## src/rtl/instr_seq_pkg.sv

```systemverilog
// Shared types and constants for the instruction sequencer: FSM states,
// opcode encodings and instruction field widths.
package instr_seq_pkg;

    localparam int OP_W  = 4;
    localparam int REG_W = 3;
    localparam int IMM_W = 8;

    typedef enum logic [2:0] {
        S_IDLE,
        S_FETCH,
        S_DECODE,
        S_EXEC,
        S_WB,
        S_HALT
    } state_e;

    localparam logic [OP_W-1:0] OP_NOP  = 4'h0;
    localparam logic [OP_W-1:0] OP_ADD  = 4'h1;
    localparam logic [OP_W-1:0] OP_SUB  = 4'h2;
    localparam logic [OP_W-1:0] OP_AND  = 4'h3;
    localparam logic [OP_W-1:0] OP_OR   = 4'h4;
    localparam logic [OP_W-1:0] OP_ADDI = 4'h5;
    localparam logic [OP_W-1:0] OP_OUT  = 4'h6;
    localparam logic [OP_W-1:0] OP_BEQ  = 4'h8;
    localparam logic [OP_W-1:0] OP_BNE  = 4'h9;
    localparam logic [OP_W-1:0] OP_JMP  = 4'hA;
    localparam logic [OP_W-1:0] OP_HALT = 4'hF;

endpackage

```

## src/rtl/instr_seq_if.sv

```systemverilog
// Bus between the sequencer and its ROM / ALU / register-file datapath.
// master = sequencer side, slave = datapath side.
interface instr_seq_if #(
    parameter int PC_W = 8
);
    import instr_seq_pkg::*;

    logic [PC_W-1:0]  pc;
    logic [OP_W-1:0]  op;
    logic [REG_W-1:0] rs;
    logic [REG_W-1:0] rt;
    logic [REG_W-1:0] rd;
    logic [IMM_W-1:0] imm;
    logic             zero;
    logic [OP_W-1:0]  alu_op;
    logic             alu_src_imm;
    logic [REG_W-1:0] rf_ra;
    logic [REG_W-1:0] rf_rb;
    logic [REG_W-1:0] rf_wa;
    logic             rf_we;
    logic [IMM_W-1:0] imm_q;
    logic             out_we;
    logic             halted;

    modport master (
        output pc, alu_op, alu_src_imm, rf_ra, rf_rb, rf_wa, rf_we, imm_q, out_we, halted,
        input  op, rs, rt, rd, imm, zero
    );

    modport slave (
        input  pc, alu_op, alu_src_imm, rf_ra, rf_rb, rf_wa, rf_we, imm_q, out_we, halted,
        output op, rs, rt, rd, imm, zero
    );

endinterface

```

## src/rtl/instr_seq_dec.sv

```systemverilog
// Combinational opcode classifier. The *_n outputs are the active-high
// strobe enables the FSM registers in DECODE and fires in WB.
// Undefined opcodes fall through to all-zero, i.e. behave as NOP.
module instr_dec
    import instr_seq_pkg::*;
(
    input  logic [OP_W-1:0] op_i,
    output logic            rf_we_n_o,
    output logic            alu_src_imm_o,
    output logic            out_we_n_o,
    output logic            is_br_o,
    output logic            is_jmp_o,
    output logic            is_halt_o
);

    // Opcode class lookup, everything defaults to NOP behaviour
    always_comb begin
        rf_we_n_o     = 1'b0;
        alu_src_imm_o = 1'b0;
        out_we_n_o    = 1'b0;
        is_br_o       = 1'b0;
        is_jmp_o      = 1'b0;
        is_halt_o     = 1'b0;
        case (op_i)
            OP_NOP: ;
            OP_ADD, OP_SUB, OP_AND, OP_OR: rf_we_n_o = 1'b1;
            OP_ADDI: begin
                rf_we_n_o     = 1'b1;
                alu_src_imm_o = 1'b1;
            end
            OP_OUT:         out_we_n_o = 1'b1;
            OP_BEQ, OP_BNE: is_br_o    = 1'b1;
            OP_JMP:         is_jmp_o   = 1'b1;
            OP_HALT:        is_halt_o  = 1'b1;
            default: ;
        endcase
    end

endmodule

```

## src/rtl/instr_seq.sv

```systemverilog
// Multi-cycle instruction sequencer: FETCH/DECODE/EXEC/WB per instruction,
// driving an asynchronous program ROM and a register-file/ALU datapath.
// Optional feature macro: SINGLE_STEP_EN (adds step_i; WB returns to IDLE
// so each run/step request executes exactly one instruction).
module instr_seq
    import instr_seq_pkg::*;
#(
    parameter int              PC_W      = 8,
    parameter logic [PC_W-1:0] BOOT_ADDR = '0
) (
    input  logic clk,
    input  logic rst,
    input  logic run_i,
`ifdef SINGLE_STEP_EN
    input  logic step_i,
`endif
    instr_seq_if.master bus
);

    state_e           state_q, state_d;
    logic [PC_W-1:0]  pc_q, pc_d;
    logic [OP_W-1:0]  op_q, op_d;
    logic [REG_W-1:0] rs_q, rs_d, rt_q, rt_d, rd_q, rd_d;
    logic [IMM_W-1:0] imm_q, imm_d;
    logic             wr_q, wr_d, src_q, src_d, ow_q, ow_d;
    logic             br_q, br_d, jmp_q, jmp_d, taken_q, taken_d;

    logic dec_wr, dec_src, dec_ow, dec_br, dec_jmp, dec_halt;
    logic go;

`ifdef SINGLE_STEP_EN
    assign go = run_i | step_i;
    localparam state_e WB_NEXT = S_IDLE;
`else
    assign go = run_i;
    localparam state_e WB_NEXT = S_FETCH;
`endif

    instr_dec u_dec (
        .op_i          (op_q),
        .rf_we_n_o     (dec_wr),
        .alu_src_imm_o (dec_src),
        .out_we_n_o    (dec_ow),
        .is_br_o       (dec_br),
        .is_jmp_o      (dec_jmp),
        .is_halt_o     (dec_halt)
    );

    // State register; reset dominates every other input
    always_ff @(posedge clk) begin
        if (rst) begin
            state_q <= S_IDLE;
            pc_q    <= BOOT_ADDR;
            op_q    <= '0;
            rs_q    <= '0;
            rt_q    <= '0;
            rd_q    <= '0;
            imm_q   <= '0;
            wr_q    <= 1'b0;
            src_q   <= 1'b0;
            ow_q    <= 1'b0;
            br_q    <= 1'b0;
            jmp_q   <= 1'b0;
            taken_q <= 1'b0;
        end else begin
            state_q <= state_d;
            pc_q    <= pc_d;
            op_q    <= op_d;
            rs_q    <= rs_d;
            rt_q    <= rt_d;
            rd_q    <= rd_d;
            imm_q   <= imm_d;
            wr_q    <= wr_d;
            src_q   <= src_d;
            ow_q    <= ow_d;
            br_q    <= br_d;
            jmp_q   <= jmp_d;
            taken_q <= taken_d;
        end
    end

    // Next-state: latch ROM fields in FETCH, decode flags in DECODE,
    // resolve the branch in EXEC and update the PC in WB
    always_comb begin
        state_d = state_q;
        pc_d    = pc_q;
        op_d    = op_q;
        rs_d    = rs_q;
        rt_d    = rt_q;
        rd_d    = rd_q;
        imm_d   = imm_q;
        wr_d    = wr_q;
        src_d   = src_q;
        ow_d    = ow_q;
        br_d    = br_q;
        jmp_d   = jmp_q;
        taken_d = taken_q;
        case (state_q)
            S_IDLE: if (go) state_d = S_FETCH;
            S_FETCH: begin
                op_d    = bus.op;
                rs_d    = bus.rs;
                rt_d    = bus.rt;
                rd_d    = bus.rd;
                imm_d   = bus.imm;
                state_d = S_DECODE;
            end
            S_DECODE: begin
                wr_d    = dec_wr;
                src_d   = dec_src;
                ow_d    = dec_ow;
                br_d    = dec_br;
                jmp_d   = dec_jmp;
                state_d = dec_halt ? S_HALT : S_EXEC;
            end
            S_EXEC: begin
                // BEQ takes on zero=1, BNE on zero=0
                taken_d = jmp_q | (br_q & (bus.zero ^ (op_q == OP_BNE)));
                state_d = S_WB;
            end
            S_WB: begin
                pc_d    = taken_q ? PC_W'(imm_q) : pc_q + PC_W'(1);
                state_d = WB_NEXT;
            end
            S_HALT: ;
            default: state_d = S_IDLE;
        endcase
    end

    assign bus.pc          = pc_q;
    assign bus.alu_op      = op_q;
    assign bus.alu_src_imm = src_q;
    assign bus.rf_ra       = rs_q;
    assign bus.rf_rb       = rt_q;
    assign bus.rf_wa       = rd_q;
    assign bus.imm_q       = imm_q;
    assign bus.rf_we       = (state_q == S_WB) & wr_q;
    assign bus.out_we      = (state_q == S_WB) & ow_q;
    assign bus.halted      = (state_q == S_HALT);

endmodule

```

## src/flat_wrapper.sv

```systemverilog
// flat-port wrapper written by rule: the top's interface ports become plain ports
module instr_seq_flat import instr_seq_pkg::*;
#(
    parameter int              PC_W      = 8,
    parameter logic [PC_W-1:0] BOOT_ADDR = '0
)
  (clk, rst, run_i, bus_pc, bus_alu_op, bus_alu_src_imm, bus_rf_ra, bus_rf_rb, bus_rf_wa, bus_rf_we, bus_imm_q, bus_out_we, bus_halted, bus_op, bus_rs, bus_rt, bus_rd, bus_imm, bus_zero);
  instr_seq_if #(.PC_W(PC_W)) bus_i ();
  input  logic clk;
  input  logic rst;
  input  logic run_i;
  output wire logic [$bits(bus_i.pc)-1:0] bus_pc;
  output wire logic [$bits(bus_i.alu_op)-1:0] bus_alu_op;
  output wire logic [$bits(bus_i.alu_src_imm)-1:0] bus_alu_src_imm;
  output wire logic [$bits(bus_i.rf_ra)-1:0] bus_rf_ra;
  output wire logic [$bits(bus_i.rf_rb)-1:0] bus_rf_rb;
  output wire logic [$bits(bus_i.rf_wa)-1:0] bus_rf_wa;
  output wire logic [$bits(bus_i.rf_we)-1:0] bus_rf_we;
  output wire logic [$bits(bus_i.imm_q)-1:0] bus_imm_q;
  output wire logic [$bits(bus_i.out_we)-1:0] bus_out_we;
  output wire logic [$bits(bus_i.halted)-1:0] bus_halted;
  input wire logic [$bits(bus_i.op)-1:0] bus_op;
  input wire logic [$bits(bus_i.rs)-1:0] bus_rs;
  input wire logic [$bits(bus_i.rt)-1:0] bus_rt;
  input wire logic [$bits(bus_i.rd)-1:0] bus_rd;
  input wire logic [$bits(bus_i.imm)-1:0] bus_imm;
  input wire logic [$bits(bus_i.zero)-1:0] bus_zero;
  assign bus_pc = bus_i.pc;
  assign bus_alu_op = bus_i.alu_op;
  assign bus_alu_src_imm = bus_i.alu_src_imm;
  assign bus_rf_ra = bus_i.rf_ra;
  assign bus_rf_rb = bus_i.rf_rb;
  assign bus_rf_wa = bus_i.rf_wa;
  assign bus_rf_we = bus_i.rf_we;
  assign bus_imm_q = bus_i.imm_q;
  assign bus_out_we = bus_i.out_we;
  assign bus_halted = bus_i.halted;
  assign bus_i.op = bus_op;
  assign bus_i.rs = bus_rs;
  assign bus_i.rt = bus_rt;
  assign bus_i.rd = bus_rd;
  assign bus_i.imm = bus_imm;
  assign bus_i.zero = bus_zero;
  instr_seq #(.PC_W(PC_W), .BOOT_ADDR(BOOT_ADDR)) u_core (.clk(clk), .rst(rst), .run_i(run_i), .bus(bus_i));
endmodule
```

## config.mk

```make
export PLATFORM = sky130hd
export DESIGN_NAME = instr_seq_flat
export DESIGN_NICKNAME = d
export VERILOG_FILES = /design/src/rtl/instr_seq_pkg.sv /design/src/rtl/instr_seq_if.sv /design/src/rtl/instr_seq_dec.sv /design/src/rtl/instr_seq.sv /design/src/flat_wrapper.sv
export SDC_FILE = /design/constraint.sdc
export NUM_CORES = 1
export LEC_CHECK = 0
export CAP_MARGIN = 40
export CORE_MARGIN = 2
export CORE_UTILIZATION = 48
export CTS_CLUSTER_SIZE = 28
export DETAILED_ROUTE_END_ITERATION = 10
export PLACE_DENSITY = 0.9
export REMOVE_ABC_BUFFERS = 1
export SETUP_SLACK_MARGIN = 0.05
export SLEW_MARGIN = 20
export SYNTH_ARGS = -nofsm -noshare
export SYNTH_HDL_FRONTEND = slang
export SYNTH_SLANG_ARGS = --single-unit
```

## constraint.sdc

```tcl
create_clock -name clk -period 3.3 [get_ports clk]
set_input_delay 0.33 -clock clk [delete_from_list [all_inputs] [get_ports clk]]
set_output_delay 0.33 -clock clk [all_outputs]
set_load 0.05 [all_outputs]
```

**Yosys cells after proc, flatten, opt, wreduce, memory -nomap -nowiden**

Index checks and enable logic that the tools add are counted.

- Bits in registers: 38
- Input port bits: 25
- Output and inout bits: 33
- Logic and storage cells: 50

- Add/sub/neg operators: 1
- Equality and inequality tests: 16
- Mux-type cells: 10
- Bitwise gates (word level): 6
- Reductions and logical operators: 4

Operators with widths:

| cell | number |
|---|---|
| one-hot mux 3 bit (6 select lines) | 1 |
| == test 4 bit (second input constant) | 4 |
| == test 4 x 3 -> 1 bit (second input constant) | 3 |
| adder 8 x 1 -> 8 bit (second input constant) | 1 |
| == test 4 x 2 -> 1 bit (second input constant) | 2 |
| two-way mux 8 bit | 1 |
| == test 3 x 2 -> 1 bit (second input constant) | 2 |
| == test 3 bit (second input constant) | 2 |
| two-way mux 1 bit | 6 |
| two-way mux 3 bit | 2 |
| OR reduction 5 bit | 1 |
| == test 4 x 1 -> 1 bit (second input constant) | 1 |
| bitwise AND 1 bit | 3 |
| == test 3 x 1 -> 1 bit (second input constant) | 1 |
| zero test 3 bit | 1 |
| inequality test 2 bit (second input constant) | 1 |
| AND reduction 2 bit | 1 |
| OR reduction 2 bit | 1 |
| NOT 1 bit | 1 |
| bitwise OR 1 bit | 1 |
| bitwise XOR 1 bit | 1 |

**Longest topological paths before layout**

Gate-level depths: netlist of run 1.

- Depth in word-level cells: 4
- Depth in mapped cells: 5
- Mapped depth without buffers: 4

**Cells and area by module**

Synthesis of run 1 repeated with hierarchy kept, for this count alone.

- Cells, all modules: 209
- Area, all modules: 1716.6 um2

By module, submodules not included:

| module | instances | cells each | area each (um2) | sequential area each (um2) |
|---|---|---|---|---|
| instr_seq | 1 | 200 | 1650.3 | 760.7 |
| instr_dec | 1 | 9 | 66.3 | 0.0 |

**Worst setup path before layout of run 1**

No wires, ideal clock.

- Path type: reg-to-output
- From: reg u_core.state_q[0]
- To: out bus_out_we
- Data arrival time: 1.495 ns
- Required time: 2.970 ns
- Slack: 1.475 ns
- Stages on the path, launching flop included: 4
- Path buffers: 1
- Path through: dfxtp_1 clkbuf_1 nor3b_1 and2_1

- Word-level cells in the longest chain between the ends: 2

RTL lines:

| element | line | source |
|---|---|---|
| from (decl) | instr_seq.sv:20 | `state_e state_q, state_d;` |
| from (signal assigned) | instr_seq.sv:66 | `state_q <= state_d;` |
| == test 3 bit | instr_seq.sv:138 | `assign bus.out_we = (state_q == S_WB) & ow_q;` |
| bitwise AND 1 bit | instr_seq.sv:138 |  |
| to (decl) | flat_wrapper.sv:20 | `output wire logic [$bits(bus_i.out_we)-1:0] bus_out_we;` |

Every way passes these cells.

**Final worst setup path of run 1**

- From: reg u_core.state_q[2]
- To: out bus_out_we

Same word-level chain as after synthesis.

==> results of run 1 <==
[sequential cells by signal, summed over array words and instances, names as in the netlist, 3 cells and up]
signal             count
u_core.state_q         3
u_core.bus.pc          8
u_core.bus.imm_q       8
u_core.bus.rf_wa       3
u_core.bus.rf_ra       3
u_core.bus.rf_rb       3
u_core.bus.alu_op      4
[metrics by stage]
| stage | instance area [um^2] | setup WS, ns |
|---|---|---|
| 5_1_grt | 2400 | 0.571 |
| 3_5_place_dp | 2320 | 1.13 |
| 3_3_place_gp | 2320 | 1.18 |
| 4_1_cts | 2390 | 0.715 |
| 6_report | 2400 | 0.745 |
| 2_1_floorplan | 1650 | 1.32 |
[metal layers]
| metal | routed length [um] | GRT usage [%] | part of all wire, % | up-vias |
|---|---|---|---|---|
| li1 | - | - | - | 846 |
| met1 | 1760 | 25.4 | 44 | 763 |
| met2 | 1900 | 33.9 | 47 | 61 |
| met3 | 303 | 8.75 | 7.5 | 5 |
| met4 | 57 | 7.34 | 1.4 | 0 |
| met5 | 0 | 0 | 0 | - |
[layout by cell type, fill, tap and decap left out, types with 2 or more instances in the layout]
cell	count
sky130_fd_sc_hd__clkbuf_4	5
sky130_fd_sc_hd__dfxtp_1	38
sky130_fd_sc_hd__nor2b_1	5
sky130_fd_sc_hd__or3_1	2
sky130_fd_sc_hd__nand2b_1	7
sky130_fd_sc_hd__or4b_1	2
sky130_fd_sc_hd__inv_1	2
sky130_fd_sc_hd__mux2i_1	6
sky130_fd_sc_hd__a22oi_1	6
sky130_fd_sc_hd__nor2_1	11
sky130_fd_sc_hd__nor3b_2	2
sky130_fd_sc_hd__o211ai_1	4
sky130_fd_sc_hd__nand3_1	3
sky130_fd_sc_hd__buf_4	4
sky130_fd_sc_hd__or4_1	2
sky130_fd_sc_hd__nand4_1	2
sky130_fd_sc_hd__clkdlybuf4s50_1	57
sky130_fd_sc_hd__and2_1	3
sky130_fd_sc_hd__nor4bb_1	4
sky130_fd_sc_hd__clkinv_2	2
sky130_fd_sc_hd__or2_2	2
sky130_fd_sc_hd__a21oi_1	28
sky130_fd_sc_hd__nand2_1	48
sky130_fd_sc_hd__a31oi_1	4
sky130_fd_sc_hd__nor3b_1	3
[cell families (layout without fill, tap and decap cells)]
group | count (synthesis) | after routing | synth area share, %
AO/OA/AOI/OAI | 48 | 48 | 16.7
flip-flops | 38 | 38 | 44.6
adder cells (fa/ha/maj) | 1 | 1 | 0.734
XOR/XNOR | 1 | 1 | 0.514
multiplexers | 6 | 6 | 3.52
buffers and inverters | 15 | 72 | 3.45
AND/OR/NAND/NOR | 100 | 100 | 30.4
[synth_stat cells (all sizes together), types with 3 or more instances]
cell	count	area share (%)
nor3b	5	2.5
a31oi	4	1.5
nor2b	5	1.8
dfxtp	38	45
nand2	48	11
nor4bb	4	2.3
clkbuf	10	2.2
a22oi	6	2.6
a21oi	28	8.2
nand3	3	0.88
mux2i	6	3.5
nand2b	7	2.6
and2	3	1.1
o211ai	4	1.8
buf	3	0.81
nor2	11	2.4
[power by group]
part | internal, mW | total, mW | switching, mW
registers | 0.489 | 0.529 | 0.0396
logic | 0.112 | 0.271 | 0.160
clock network | 0.157 | 0.319 | 0.162
[final cells by class]
type / count / area [um^2]
Fill cell: 311 / 963
Multi-Input combinational cell: 156 / 891
Sequential cell: 38 / 761
Timing Repair Buffer: 62 / 606
Tap cell: 46 / 57.6
Clock inverter: 3 / 40.0
Clock buffer: 5 / 37.5
Inverter: 2 / 7.51
[path summary, 6_finish.rpt]
path,startpoint,end,slack (ns),cells after the start
worst max-delay path,u_core.state_q[2],bus_out_we,0.74,3
worst min-delay path,u_core.bus.rf_rb[1],u_core.bus.rf_rb[1],0.46,2
worst max register to register,u_core.state_q[2],u_core.bus.pc[6],1.36,3
worst min register to register,u_core.bus.rf_rb[1],u_core.bus.rf_rb[1],0.46,2
[critical path: cells and delay by family, from the launching register on]
family	cells	cell delay, ns
buffers and inverters	1	0.79
DFF	1	0.58
and+or+nand+nor	2	0.49
==> impl_metrics.csv, run 1 <==
group,metric,value,unit
timing,setup_repair_after_global_routing_missed_its_margin,"false",
clock_tree,tritoncts_num_sinks,38,
clock_tree,post_cts_buffers,0,
power,peakVddDrop,0.358,mV
routing,post-route-drc-count,0,
die,placeableCoreArea,3360,um^2
setup_path,worstSetupStartpointType,"flop",
placement,port-buffer-count,57,
timing,worst_slew_margin,65.6,%
clock_tree,clk_transition_reported_paths,0.11,ns
logic_synthesis,count_of_flip_flops_with_a_built_in_enable_after_synthesis,0,
routing,drt_wl_total,4020,um
die,floorplan.initialDensity,50.7,%
timing,finalSetupViolCount,0,
timing,layout_worst_path_cycle_share,77.4,%
die,die_y,63.6,um
routing,detailroute.via_count,1675,
die,rows,21,
setup_path,max_stage_delay,0.79,ns
clock_tree,insertion_delay,0.36,ns
timing,timing.hold.ws,0.459,ns
timing,drv_slew,0,
setup_path,worst_ep_required_time,2.97,ns
clock_tree,htreeDepth,2,
layout,nets,291,
setup_path,critical_path.max_fanout,13,
layout,finalNonFillerCells,312,
timing,post-route-min-period,2.56,ns
placement,detailed_place_hpwl,2810,um
clock_tree,postCtsHoldBufs,0,
logic_synthesis,synthCells,209,
power,power_per_cell_area,466,nW/um^2
clock_tree,cts_buffer_depth,2,
routing,detail_route.first_pass.iterations,7,
grt,grt_max_degree,24,
clock_tree,tritoncts.num_buffers,5,
worst_hold_path,min_path_type,"flop to flop",
timing,fin_worst_skew,0.0146,ns
clock_tree,cts-root-buf,"sky130_fd_sc_hd__clkbuf_4",
routing,antenna_violating_nets_post_route,0,
die,design.portCount,58,
job,max_cap_violations,0,
status,outcome,"finished clean",
routing,wl_per_cell,12.9,um
placement,final_replace_weighted_congestion,0.843,
logic_synthesis,synth-seq-cells,38,
grt,gr-total-overflow,0,
grt,globalRouteTotalUtil,21.2,%
logic_synthesis,synth_async_sr_flop_share,0,%
setup_path,worst_path_max_delay_cell,"sky130_fd_sc_hd__clkdlybuf4s50_1",
logic_synthesis,part_of_the_yosys_area_used_for_sequential_elements,44.6,%
setup_path,cp.arrival,2.23,ns
layout,layout-area-overhead-vs-synth,40.7,%
timing,hold_violations,0,
logic_synthesis,synth_area_per_cell,8.16,um^2
timing,fin_tns_setup,0,ns
layout,antenna-diode-count,0,
grt,grt_antenna_before_repair,0,
clock_tree,tritoncts,"yes",
grt,number_of_global_route_vias_before_repair,1481,
layout,utilization,71.4,%
routing,detail_route.vias_per_cell,5.37,
clock_tree,cts_resized,0,
logic_synthesis,synth_ff_type,"sky130_fd_sc_hd__dfxtp_1",
logic_synthesis,yosysUniqueCellTypes,36,
logic_synthesis,synth_warnings,0,
setup_path,critPathKind,"flop to primary output",
power,total_power,1.12,mW
routing,initial_drt_markers,162,
logic_synthesis,mappedNetlistArea,1710,um^2
setup_path,worst_setup_path_end_kind,"primary output",
die,floorplan.die_area,4050,um^2
grt,grt_first_pass_wirelength,6700,um
placement,dpl.cell_count,303,
timing,maxClockFrequency,391,MHz
setup_path,critical_path.cell_chain,"nor3b_1 -> and2_1 -> clkdlybuf4s50_1",
timing,worstMarginPinSlew,0.514,ns
power,power_leakage,0.809,nW
die,fp.dieW,63.6,um
layout,final_layout_size_suffix_gt1_share,6.77,%
(Power assumes the default switching activity.)
==> run 2, diff against run 1 <==
--- a/config.mk
+++ b/config.mk
@@ -7,10 +7,10 @@
 export LEC_CHECK = 0
 export CAP_MARGIN = 40
 export CORE_MARGIN = 2
-export CORE_UTILIZATION = 48
+export CORE_UTILIZATION = 40
 export CTS_CLUSTER_SIZE = 28
 export DETAILED_ROUTE_END_ITERATION = 10
-export PLACE_DENSITY = 0.9
+export PLACE_DENSITY = 0.81
 export REMOVE_ABC_BUFFERS = 1
 export SETUP_SLACK_MARGIN = 0.05
 export SLEW_MARGIN = 20
==> constraint.sdc (replaced) <==
create_clock -name clk -period 2.27 [get_ports clk]
set_input_delay 0.227 -clock clk [delete_from_list [all_inputs] [get_ports clk]]
set_output_delay 0.227 -clock clk [all_outputs]
set_load 0.05 [all_outputs]
==> run 2 against run 1 <==
  * Sequential power grew 45%
  * Combinational power grew 45%
  * Clock-buffer cell count grew 1
  * First-iteration DRC count shrank 61%
  * Worst setup slack lost 0.54 ns
  * Critical path depth is the same
  * Largest power group unchanged
  * Critical endpoint is now bus_halted
  * Via count shrank 3.0%
  * Flip-flop and latch count is the same
==> impl_metrics.csv, run 2 (synthesis gave the netlist of run 1 again) <==
group,metric,value,unit
grt,number_of_global_route_vias_before_repair,1461,
setup_path,r2r_end,"u_core.bus.pc[5]",
die,floorplan.initialDensity,42.0,%
clock_tree,clk_transition_reported_paths,0.07,ns
power,intPower,1.11,mW
worst_hold_path,source_of_the_worst_hold_timing_path,"u_core.bus.rf_wa[2]",
power,clock_network_fraction_of_total_power,27.8,%
timing,hold_violations,0,
clock_tree,insertion_delay,0.28,ns
placement,port-buffer-count,57,
clock_tree,htreeDepth,2,
job,max_cap_violations,0,
clock_tree,tritoncts_num_sinks,38,
routing,dr_wl_met2,1770,um
power,power_leakage,0.812,nW
grt,grt_antenna_before_repair,0,
clock_tree,cts-root-buf,"sky130_fd_sc_hd__clkbuf_8",
power,power.share.sequential,47.8,%
clock_tree,cts_resized,0,
timing,layout_worst_path_cycle_share,91.0,%
placement,detailed_place_hpwl,2680,um
timing,fin_worst_skew,0.00120,ns
clock_tree,post_cts_buffers,0,
die,fp.dieW,69.3,um
setup_path,setup.reg_to_reg.worst_slack,0.31,ns
power,power.share.combinational,24.5,%
clock_tree,postCtsHoldBufs,0,
timing,worstMarginPinSlew,0.520,ns
routing,detail_route.first_pass.iterations,4,
timing,worst_slew_margin,65.2,%
worst_hold_path,depth_of_the_worst_hold_timing_path,2,
grt,gr-total-overflow,0,
setup_path,critical_path.max_fanout,13,
setup_path,cp.arrival,1.84,ns
die,die_y,69.3,um
layout,final_layout_size_suffix_gt1_share,6.46,%
grt,grt_max_degree,40,
layout,antenna-diode-count,0,
routing,drt_wl_total,3920,um
setup_path,worstSetupStartpointType,"flop",
timing,drv_slew,0,
layout,nets,290,
routing,initial_drt_markers,63,
clock_tree,cts_buffer_depth,2,
placement,final_replace_weighted_congestion,0.829,
routing,met3_length,303,um
setup_path,critPathKind,"flop to primary output",
die,design.portCount,58,
die,floorplan.die_area,4800,um^2
power,peakVddDrop,0.437,mV
grt,globalRouteTotalUtil,16.4,%
timing,fin_tns_setup,0,ns
routing,detail_route.vias_per_cell,5.19,
routing,post-route-drc-count,0,
status,outcome,"finished clean",
power,power_per_cell_area,663,nW/um^2
layout,utilization,59.8,%
power,switchingPower,0.501,mW
timing,finalSetupViolCount,0,
layout,layout-area-overhead-vs-synth,42.2,%
routing,wl_per_cell,12.5,um
layout,post-route-cell-area,2420,um^2
power,sw_frac_of_total,31.1,%
routing,antenna_violating_nets_post_route,0,
die,rows,23,
routing,top_layer_used,"met4",
setup_path,worst_setup_path_end_kind,"primary output",
timing,setup_repair_after_global_routing_missed_its_margin,"false",
grt,grt_first_pass_wirelength,6530,um
timing,maxClockFrequency,484,MHz
setup_path,critical_path.reg2reg.startpoint,"u_core.state_q[2]",
timing,post-route-min-period,2.07,ns
die,placeableCoreArea,4060,um^2
clock_tree,tritoncts,"yes",
worst_hold_path,min_path_type,"flop to flop",
routing,detailroute.via_count,1625,
setup_path,worst_ep_required_time,2.04,ns
clock_tree,tritoncts.num_buffers,5,
routing,wl_met1,1810,um
layout,most-common-layout-cells,"55 x sky130_fd_sc_hd__clkdlybuf4s50_1, 48 x sky130_fd_sc_hd__nand2_1, 38 x sky130_fd_sc_hd__dfxtp_1, 28 x sky130_fd_sc_hd__a21oi_1, 11 x sky130_fd_sc_hd__nor2_1",
setup_path,reg2reg_depth,3,
layout,layout_commonest_cell,"sky130_fd_sc_hd__clkdlybuf4s50_1",
placement,standard_cell_area_after_detailed_placement,2340,um^2
worst_hold_path,worstHoldEndpoint,"u_core.bus.rf_wa[2]",
[run 2: cell count changes in the layout (fill, tap and decap cells not counted)]
cell,before,now
sky130_fd_sc_hd__buf_12,0,2
sky130_fd_sc_hd__bufinv_16,1,0
sky130_fd_sc_hd__clkbuf_2,1,0
sky130_fd_sc_hd__clkbuf_4,5,0
sky130_fd_sc_hd__clkbuf_8,0,6
sky130_fd_sc_hd__clkdlybuf4s50_1,57,55
sky130_fd_sc_hd__clkinv_2,2,0
[run 2: worst max-delay path, cell delays in order, from the launching register on]
cell                              delay [ns]
sky130_fd_sc_hd__dfxtp_1                0.56
sky130_fd_sc_hd__inv_1                  0.08
sky130_fd_sc_hd__nor2_1                 0.12
sky130_fd_sc_hd__clkdlybuf4s50_1        0.81
[run 2: how the worst max path moves through the flow]
stage | from | to | slack, ns | cells past startpoint
detailed placement | u_core.state_q[2] | u_core.bus.pc[5] | 0.36 | 3
floorplan | u_core.state_q[0] | u_core.bus.alu_op[1] | 0.29 | 3
finish | u_core.state_q[2] | bus_halted | 0.20 | 3
global placement | u_core.state_q[2] | u_core.bus.pc[6] | 0.44 | 3
CTS | u_core.state_q[2] | bus_halted | 0.21 | 3
global route | u_core.state_q[2] | bus_halted | 0.07 | 3
[run 2: layout make-up]
type / count / area, um^2
Inverter: 2 / 7.51
Tap cell: 50 / 62.6
Fill cell: 357 / 1630
Timing Repair Buffer: 61 / 621
Multi-Input combinational cell: 156 / 891
Sequential cell: 38 / 761
Clock buffer: 6 / 82.6
[run 2: through the flow]
| stage | power [mW] | std cells | setup slack [ns] | hold WS [ns] |
|---|---|---|---|---|
| 2_1_floorplan | 1.01 | 196 | 0.288 | 0.296 |
| 5_1_grt | 1.68 | 313 | 0.0716 | 0.474 |
| 6_report | 1.61 | 313 | 0.203 | 0.456 |
| 4_1_cts | 1.63 | 313 | 0.205 | 0.457 |
| 3_3_place_gp | 1.17 | 307 | 0.435 | 0.441 |
| 3_5_place_dp | 1.18 | 307 | 0.357 | 0.447 |
[run 2: routing by layer]
layer / vias up / GRT usage, %
met5: - / 0
li1: 836 / -
met3: 4 / 5.96
met2: 54 / 25.7
met1: 731 / 20.7
met4: 0 / 5.88
[run 2: power groups by stage]
stage / Combinational, mW / Sequential (mW) / Clock (mW)
final: 0.393 / 0.768 / 0.447
after global routing: 0.420 / 0.777 / 0.488
after CTS: 0.397 / 0.768 / 0.461
after detailed placement: 0.395 / 0.782 / 0
after global placement: 0.392 / 0.780 / 0
after floorplan: 0.107 / 0.906 / 0
